[src/rtl/led_seq_pkg.sv]
// Shared encodings for the LED rotation sequencer.
// Modes, FSM states and direction constants.
package led_seq_pkg;

  typedef enum logic [1:0] {
    MODE_HOLD = 2'd0,
    MODE_FWD  = 2'd1,
    MODE_REV  = 2'd2,
    MODE_PING = 2'd3
  } mode_e;

  typedef enum logic [1:0] {
    ST_IDLE      = 2'd0,
    ST_START     = 2'd1,
    ST_WAIT_DONE = 2'd2,
    ST_ADVANCE   = 2'd3
  } state_e;

  localparam logic DIR_UP   = 1'b0;
  localparam logic DIR_DOWN = 1'b1;

endpackage

[src/rtl/rotation_step_calc.sv]
// Combinational next-offset/next-dir/wrap computation.
// All arithmetic is widened by one bit before comparing.
module rotation_step_calc
  import led_seq_pkg::*;
#(
  parameter int NUM_LEDS = 8,
  parameter int IDX_W    = $clog2(NUM_LEDS)
) (
  input  logic [IDX_W-1:0] offset,
  input  logic             dir,
  input  mode_e            mode,
  input  logic [IDX_W-1:0] step,
  output logic [IDX_W-1:0] next_offset,
  output logic             next_dir,
  output logic             wrap,
  output logic             moves
);

  localparam logic [IDX_W:0] LEDS = (IDX_W+1)'(NUM_LEDS);
  localparam logic [IDX_W:0] LAST = LEDS - 1'b1;

  logic [IDX_W:0] off_ext;
  logic [IDX_W:0] s_ext;
  logic [IDX_W:0] sum;

  assign off_ext = {1'b0, offset};
  assign s_ext   = {1'b0, step};
  assign sum     = off_ext + s_ext;

  // Select the step/wrap/bounce result for the current mode.
  always_comb begin
    next_offset = offset;
    next_dir    = dir;
    wrap        = 1'b0;
    moves       = 1'b0;
    unique case (mode)
      MODE_HOLD: begin
        moves = 1'b0;
      end
      MODE_FWD: begin
        moves    = 1'b1;
        next_dir = DIR_UP;
        if (sum >= LEDS) begin
          next_offset = IDX_W'(sum - LEDS);
          wrap        = 1'b1;
        end else begin
          next_offset = IDX_W'(sum);
        end
      end
      MODE_REV: begin
        moves    = 1'b1;
        next_dir = DIR_DOWN;
        if (off_ext < s_ext) begin
          next_offset = IDX_W'(off_ext + LEDS - s_ext);
          wrap        = 1'b1;
        end else begin
          next_offset = IDX_W'(off_ext - s_ext);
        end
      end
      MODE_PING: begin
        moves = 1'b1;
        if (dir == DIR_UP) begin
          if (sum > LAST) begin
            next_offset = IDX_W'(LAST);
            next_dir    = DIR_DOWN;
            wrap        = 1'b1;
          end else begin
            next_offset = IDX_W'(sum);
          end
        end else begin
          if (off_ext < s_ext) begin
            next_offset = '0;
            next_dir    = DIR_UP;
            wrap        = 1'b1;
          end else begin
            next_offset = IDX_W'(off_ext - s_ext);
          end
        end
      end
    endcase
  end

endmodule

[src/rtl/led_rotation_sequencer.sv]
// Frame-synchronous rotation offset sequencer.
// Requests frames, counts holds and advances the offset.
module led_rotation_sequencer
  import led_seq_pkg::*;
#(
  parameter int NUM_LEDS = 8,
  parameter int IDX_W    = $clog2(NUM_LEDS),
  parameter int HOLD_W   = 8
) (
  input  logic              clk,
  input  logic              reset,
  input  logic              clear,
  input  logic              enable,
  input  logic [1:0]        mode,
  input  logic [IDX_W-1:0]  step_by,
  input  logic [HOLD_W-1:0] hold_frames,
  input  logic              frame_done,
  output logic              frame_start,
  output logic [IDX_W-1:0]  offset,
  output logic              dir,
  output logic              step_pulse,
  output logic              wrap_pulse,
  output logic              busy
);

  localparam logic [IDX_W:0] LAST = (IDX_W+1)'(NUM_LEDS - 1);

  state_e            state;
  logic [HOLD_W-1:0] frame_cnt;

  logic [IDX_W:0]    step_ext;
  logic [IDX_W-1:0]  step_s;
  logic [HOLD_W:0]   hold_eff;
  logic [HOLD_W:0]   cnt_next;
  logic              hold_due;

  logic [IDX_W-1:0]  calc_offset;
  logic              calc_dir;
  logic              calc_wrap;
  logic              calc_moves;

  // Clamp step to ring length and decide if the hold is used up.
  always_comb begin
    step_ext = {1'b0, step_by};
    step_s   = step_by;
    if (step_ext > LAST) begin
      step_s = IDX_W'(LAST);
    end
    hold_eff = {1'b0, hold_frames};
    if (hold_frames == '0) begin
      hold_eff = (HOLD_W+1)'(1);
    end
    cnt_next = {1'b0, frame_cnt} + 1'b1;
    hold_due = (cnt_next >= hold_eff);
  end

  rotation_step_calc #(
    .NUM_LEDS (NUM_LEDS),
    .IDX_W    (IDX_W)
  ) u_calc (
    .offset      (offset),
    .dir         (dir),
    .mode        (mode_e'(mode)),
    .step        (step_s),
    .next_offset (calc_offset),
    .next_dir    (calc_dir),
    .wrap        (calc_wrap),
    .moves       (calc_moves)
  );

  // FSM, hold counter and all registered outputs.
  always_ff @(posedge clk or negedge reset) begin
    if (!reset) begin
      state       <= ST_IDLE;
      frame_cnt   <= '0;
      offset      <= '0;
      dir         <= DIR_UP;
      frame_start <= 1'b0;
      step_pulse  <= 1'b0;
      wrap_pulse  <= 1'b0;
      busy        <= 1'b0;
    end else if (clear) begin
      state       <= ST_IDLE;
      frame_cnt   <= '0;
      offset      <= '0;
      dir         <= DIR_UP;
      frame_start <= 1'b0;
      step_pulse  <= 1'b0;
      wrap_pulse  <= 1'b0;
      busy        <= 1'b0;
    end else begin
      frame_start <= 1'b0;
      step_pulse  <= 1'b0;
      wrap_pulse  <= 1'b0;
      unique case (state)
        ST_IDLE: begin
          if (enable) begin
            state       <= ST_START;
            frame_start <= 1'b1;
            busy        <= 1'b1;
          end
        end
        ST_START: begin
          state <= ST_WAIT_DONE;
        end
        ST_WAIT_DONE: begin
          if (frame_done) begin
            if (hold_due) begin
              frame_cnt <= '0;
              state     <= ST_ADVANCE;
            end else begin
              frame_cnt <= HOLD_W'(cnt_next);
              if (enable) begin
                state       <= ST_START;
                frame_start <= 1'b1;
              end else begin
                state <= ST_IDLE;
                busy  <= 1'b0;
              end
            end
          end
        end
        ST_ADVANCE: begin
          offset     <= calc_offset;
          dir        <= calc_dir;
          step_pulse <= calc_moves;
          wrap_pulse <= calc_wrap;
          if (enable) begin
            state       <= ST_START;
            frame_start <= 1'b1;
          end else begin
            state <= ST_IDLE;
            busy  <= 1'b0;
          end
        end
      endcase
    end
  end

endmodule

[config.mk]
export PLATFORM = sky130hd
export DESIGN_NAME = led_rotation_sequencer
export DESIGN_NICKNAME = d
export VERILOG_FILES = /design/src/rtl/led_seq_pkg.sv /design/src/rtl/rotation_step_calc.sv /design/src/rtl/led_rotation_sequencer.sv
export SDC_FILE = /design/constraint.sdc
export NUM_CORES = 1
export LEC_CHECK = 0
export BUFFER_PORTS_ARGS = -buffer_cell sky130_fd_sc_hd__buf_2
export CORE_MARGIN = 1.5
export CORE_UTILIZATION = 61
export DETAILED_ROUTE_END_ITERATION = 7
export PLACE_DENSITY_LB_ADDON = 0.05
export SYNTH_ARGS = -nofsm -noshare
export SYNTH_HDL_FRONTEND = slang
export SYNTH_SLANG_ARGS = --single-unit
[constraint.sdc]
create_clock -name clk -period 6 [get_ports clk]
set_input_delay 0.3 -clock clk [delete_from_list [all_inputs] [get_ports clk]]
set_output_delay 0.3 -clock clk [all_outputs]
set_load 0.05 [all_outputs]
==> summary.md <==
| Metric | Value |
|---|---|
| Status | `finished clean` |
| HP Class | `input pin to flop` |
| H-tree depth | `1` |
| Initial antenna violation count | `0` |
| Core Area | `0.00248 sq mm` |
| Critical path peak fanout | `7` |
| Tot GR Track Use | `25.4%` |
| Final setup margin | `2.82 ns` |
| Rows | `18` |
| Layout area overhead | `10.5%` |
| Final Hold Viols | `0` |
| Post-Route WL | `3330 um` |
| Layout Cells excl Fill | `234` |
| Most common flop cell mapped by yosys | `dfrtp_1` |
| Pre-Repair DR Iteration Count | `4` |
| Antenna Cells | `0` |
| IO Port Bufs | `25` |
| CP Class | `flop to flop` |
| Worst reg2reg path depth | `11` |
| Via count | `1407` |
| Most frequent CP cell | `and3_1` |
| Final setup fails | `0` |
| Number of CTS-inserted buffers | `3` |
| Number of distinct library cells after synthesis | `44` |
| Cell Chain, Critical Path | `and3_1, and3_1, and3_1, xnor2_1, inv_1, ha_1, and3_1, a221o_1, a211oi_4, nand3_4, a2111oi_4` |
| EDFF count, synth | `0` |
| Routed WL per cell | `14.2 um` |
| RePlAce Congestion | `0.877` |
| Clock sinks | `18` |
| Io pins | `26` |
| Slew @ Worst Pin | `0.430 ns` |
| Slew Viols, Final | `0` |
| Post-route cell area | `0.00176 sq mm` |
| GRT met1 Usage | `29.4%` |
| Top delay family on crit path | `compound AO/OA/AOI/OAI gates` |
| Design Power | `0.281 mW` |
| Async S/R FF share, synth | `100%` |
| Vias in the first global route | `1314` |
| Max Cap Violations | `0` |
| Nets | `246` |
| Met2 Use GR | `48.6%` |
| Reg2reg end | `frame_start` |
| Max IR drop VDD | `0.169 mV` |
| Total gr overflow | `0` |
| DP Worst Slack | `2.85 ns` |
| RSZ-0062 raised after global routing | `false` |
| Fmax | `0.314 GHz` |
| Die footprint | `0.00292 sq mm` |
| Die H | `54.1 um` |
| Worst Setup Start Kind | `flop` |
| Flop and latch count out of synthesis | `18` |
| Levels on crit path | `11` |
| Clock slew at reported path FFs | `0.09 ns` |
| DP HPWL | `2650 um` |
| Die Wd | `54.1 um` |
| Worst path bufs/invs | `1` |
| R2R setup slack | `2.82 ns` |
| Crit path arrival time | `3.38 ns` |
| Pwr Density | `160 mW/mm^2` |
| Post-CTS Setup Repair Bufs | `0` |
| Largest net degree at the start of global routing | `19` |
| Req. time, crit path | `6.19 ns` |
| Crit-path slowest cell | `dfrtp_1` |
| Slew headroom | `71.0%` |
| Root Buffer | `clkbuf_4` |
| Starting Density | `64.2%` |
| Crit path capture | `frame_start` |
| Crit share post-route | `53.0%` |
| Clock Path Buffers | `2` |
| Busiest grt layer | `met2` |
| TritonCTS clock tree | `built` |
| CP Capture Type | `flop` |
| Syn_nets | `222` |
| PostCTS Resize Cnt | `0` |
| Worst r2r src | `frame_cnt[2]` |
| Placed cell area | `0.00173 sq mm` |
| Worst Setup SP | `frame_cnt[2]` |
| First-pass GRT wire length | `5480 um` |
| Seq/Total Area, Yosys | `28.3%` |
| Synth Cell Area | `0.00159 sq mm` |
| Syn Inst Count | `182` |
| Minimum clock period | `3.18 ns` |
| Max stage delay on crit path | `0.45 ns` |
| Leakage | `0.913 nW` |
| Iteration-0 DRC Markers | `27` |
| Inst Count DP | `230` |
| Share of cells above drive strength 1 | `16.2%` |
| Mean Syn Cell Area | `8.74 sq um` |
| Global-route met3 utilization | `4.17%` |
| Worst-Skew Late Latency | `0.29 ns` |
| Final setup skew | `0.00184 ns` |
| Remaining antenna violation count after routing | `0` |
| DR vias/cell | `6.01` |
| Remaining DRCs | `0` |
| Total Neg Setup Slack | `0 ns` |
| Yosys Warn Count | `0` |
## per-layer routing
layer	vias to the layer above	wire (um)
met3	4	114
met5	-	0
met1	676	1370
li1	693	-
met4	0	33
met2	34	1810
## sequential cells by signal, indices dropped and copies added, names as in the netlist
register     cells
busy             1
dir              1
frame_cnt        8
frame_start      1
offset           3
state            2
step_pulse       1
wrap_pulse       1
## how the worst min path moves through the flow
stage / startpoint / endpoint / slack [ns] / depth (start not counted)
finish: clear / frame_cnt[1] / 0.30 / 2
CTS: clear / frame_cnt[1] / 0.30 / 2
global placement: reset / offset[0] / 0.26 / 1
detailed placement: reset / offset[0] / 0.26 / 1
global route: clear / frame_cnt[1] / 0.29 / 2
floorplan: reset / busy / 0.004 / 0
## placed cells by master, fill, tap and decap left out, types with 3 or more instances in the layout
master	Yosys	final
buf_2	1	25
nor3_1	3	3
ha_1	20	20
nand2_1	16	16
inv_1	20	20
nand2b_1	4	4
xor2_1	3	3
dfrtp_1	18	18
xnor2_1	4	4
a21o_1	4	4
o31ai_1	3	3
clkbuf_4	0	3
nor2_1	8	8
o21ai_0	8	8
nand3b_1	4	4
nand3_1	10	10
a21oi_1	11	11
and3_1	5	5
## layout make-up
type                            instances  area, sq um
Multi-Input combinational cell        137         1040
Clock buffer                            3         22.5
Fill cell                             207          719
Inverter                               20         75.1
Sequential cell                        18          450
Timing Repair Buffer                   26          135
Tap cell                               30         37.5
## synth_stat cells, types with 4 or more instances
master | number | share of area, %
and3_1 | 5 | 2.0
clkbuf_1 | 6 | 1.4
xnor2_1 | 4 | 2.2
nor2_1 | 8 | 1.9
nand2b_1 | 4 | 1.6
nand2_1 | 16 | 3.8
ha_1 | 20 | 16
o21ai_0 | 8 | 2.5
nand3b_1 | 4 | 1.9
a21o_1 | 4 | 1.9
nand3_1 | 10 | 3.1
dfrtp_1 | 18 | 28
a21oi_1 | 11 | 3.5
inv_1 | 20 | 4.7
## logic make-up after synthesis
| family | Yosys count | synth area share [%] |
|---|---|---|
| AND/OR/NAND/NOR | 61 | 20.8 |
| AO/OA/AOI/OAI | 45 | 21.1 |
| buffers and inverters | 27 | 6.45 |
| adder cells (fa/ha/maj) | 22 | 18.3 |
| flip-flops | 18 | 28.3 |
| XOR/XNOR | 7 | 3.86 |
| multiplexers | 2 | 1.26 |
## through the flow
stage / hold slack [ns] / util (%)
after detailed placement: 0.260 / 69.6
after global placement: 0.260 / 69.6
after floorplan: 0.00441 / -
after global routing: 0.294 / 71.0
final: 0.303 / 71.0
after CTS: 0.299 / 71.0
## repair_timing
action | CTS | global route
endpoints found under the hold margin | 18 | 0
endpoints found under the setup margin | 0 | 0
hold buffers | 1 | 0
## power by group
group / leakage (nW) / switching (mW) / internal [mW]
clock network: 0.0138 / 0.0355 / 0.0234
logic: 0.651 / 0.0561 / 0.0336
registers: 0.248 / 0.00607 / 0.127
total: 0.913 / 0.0976 / 0.184
Note: power is estimated with default switching activity, not from simulation.
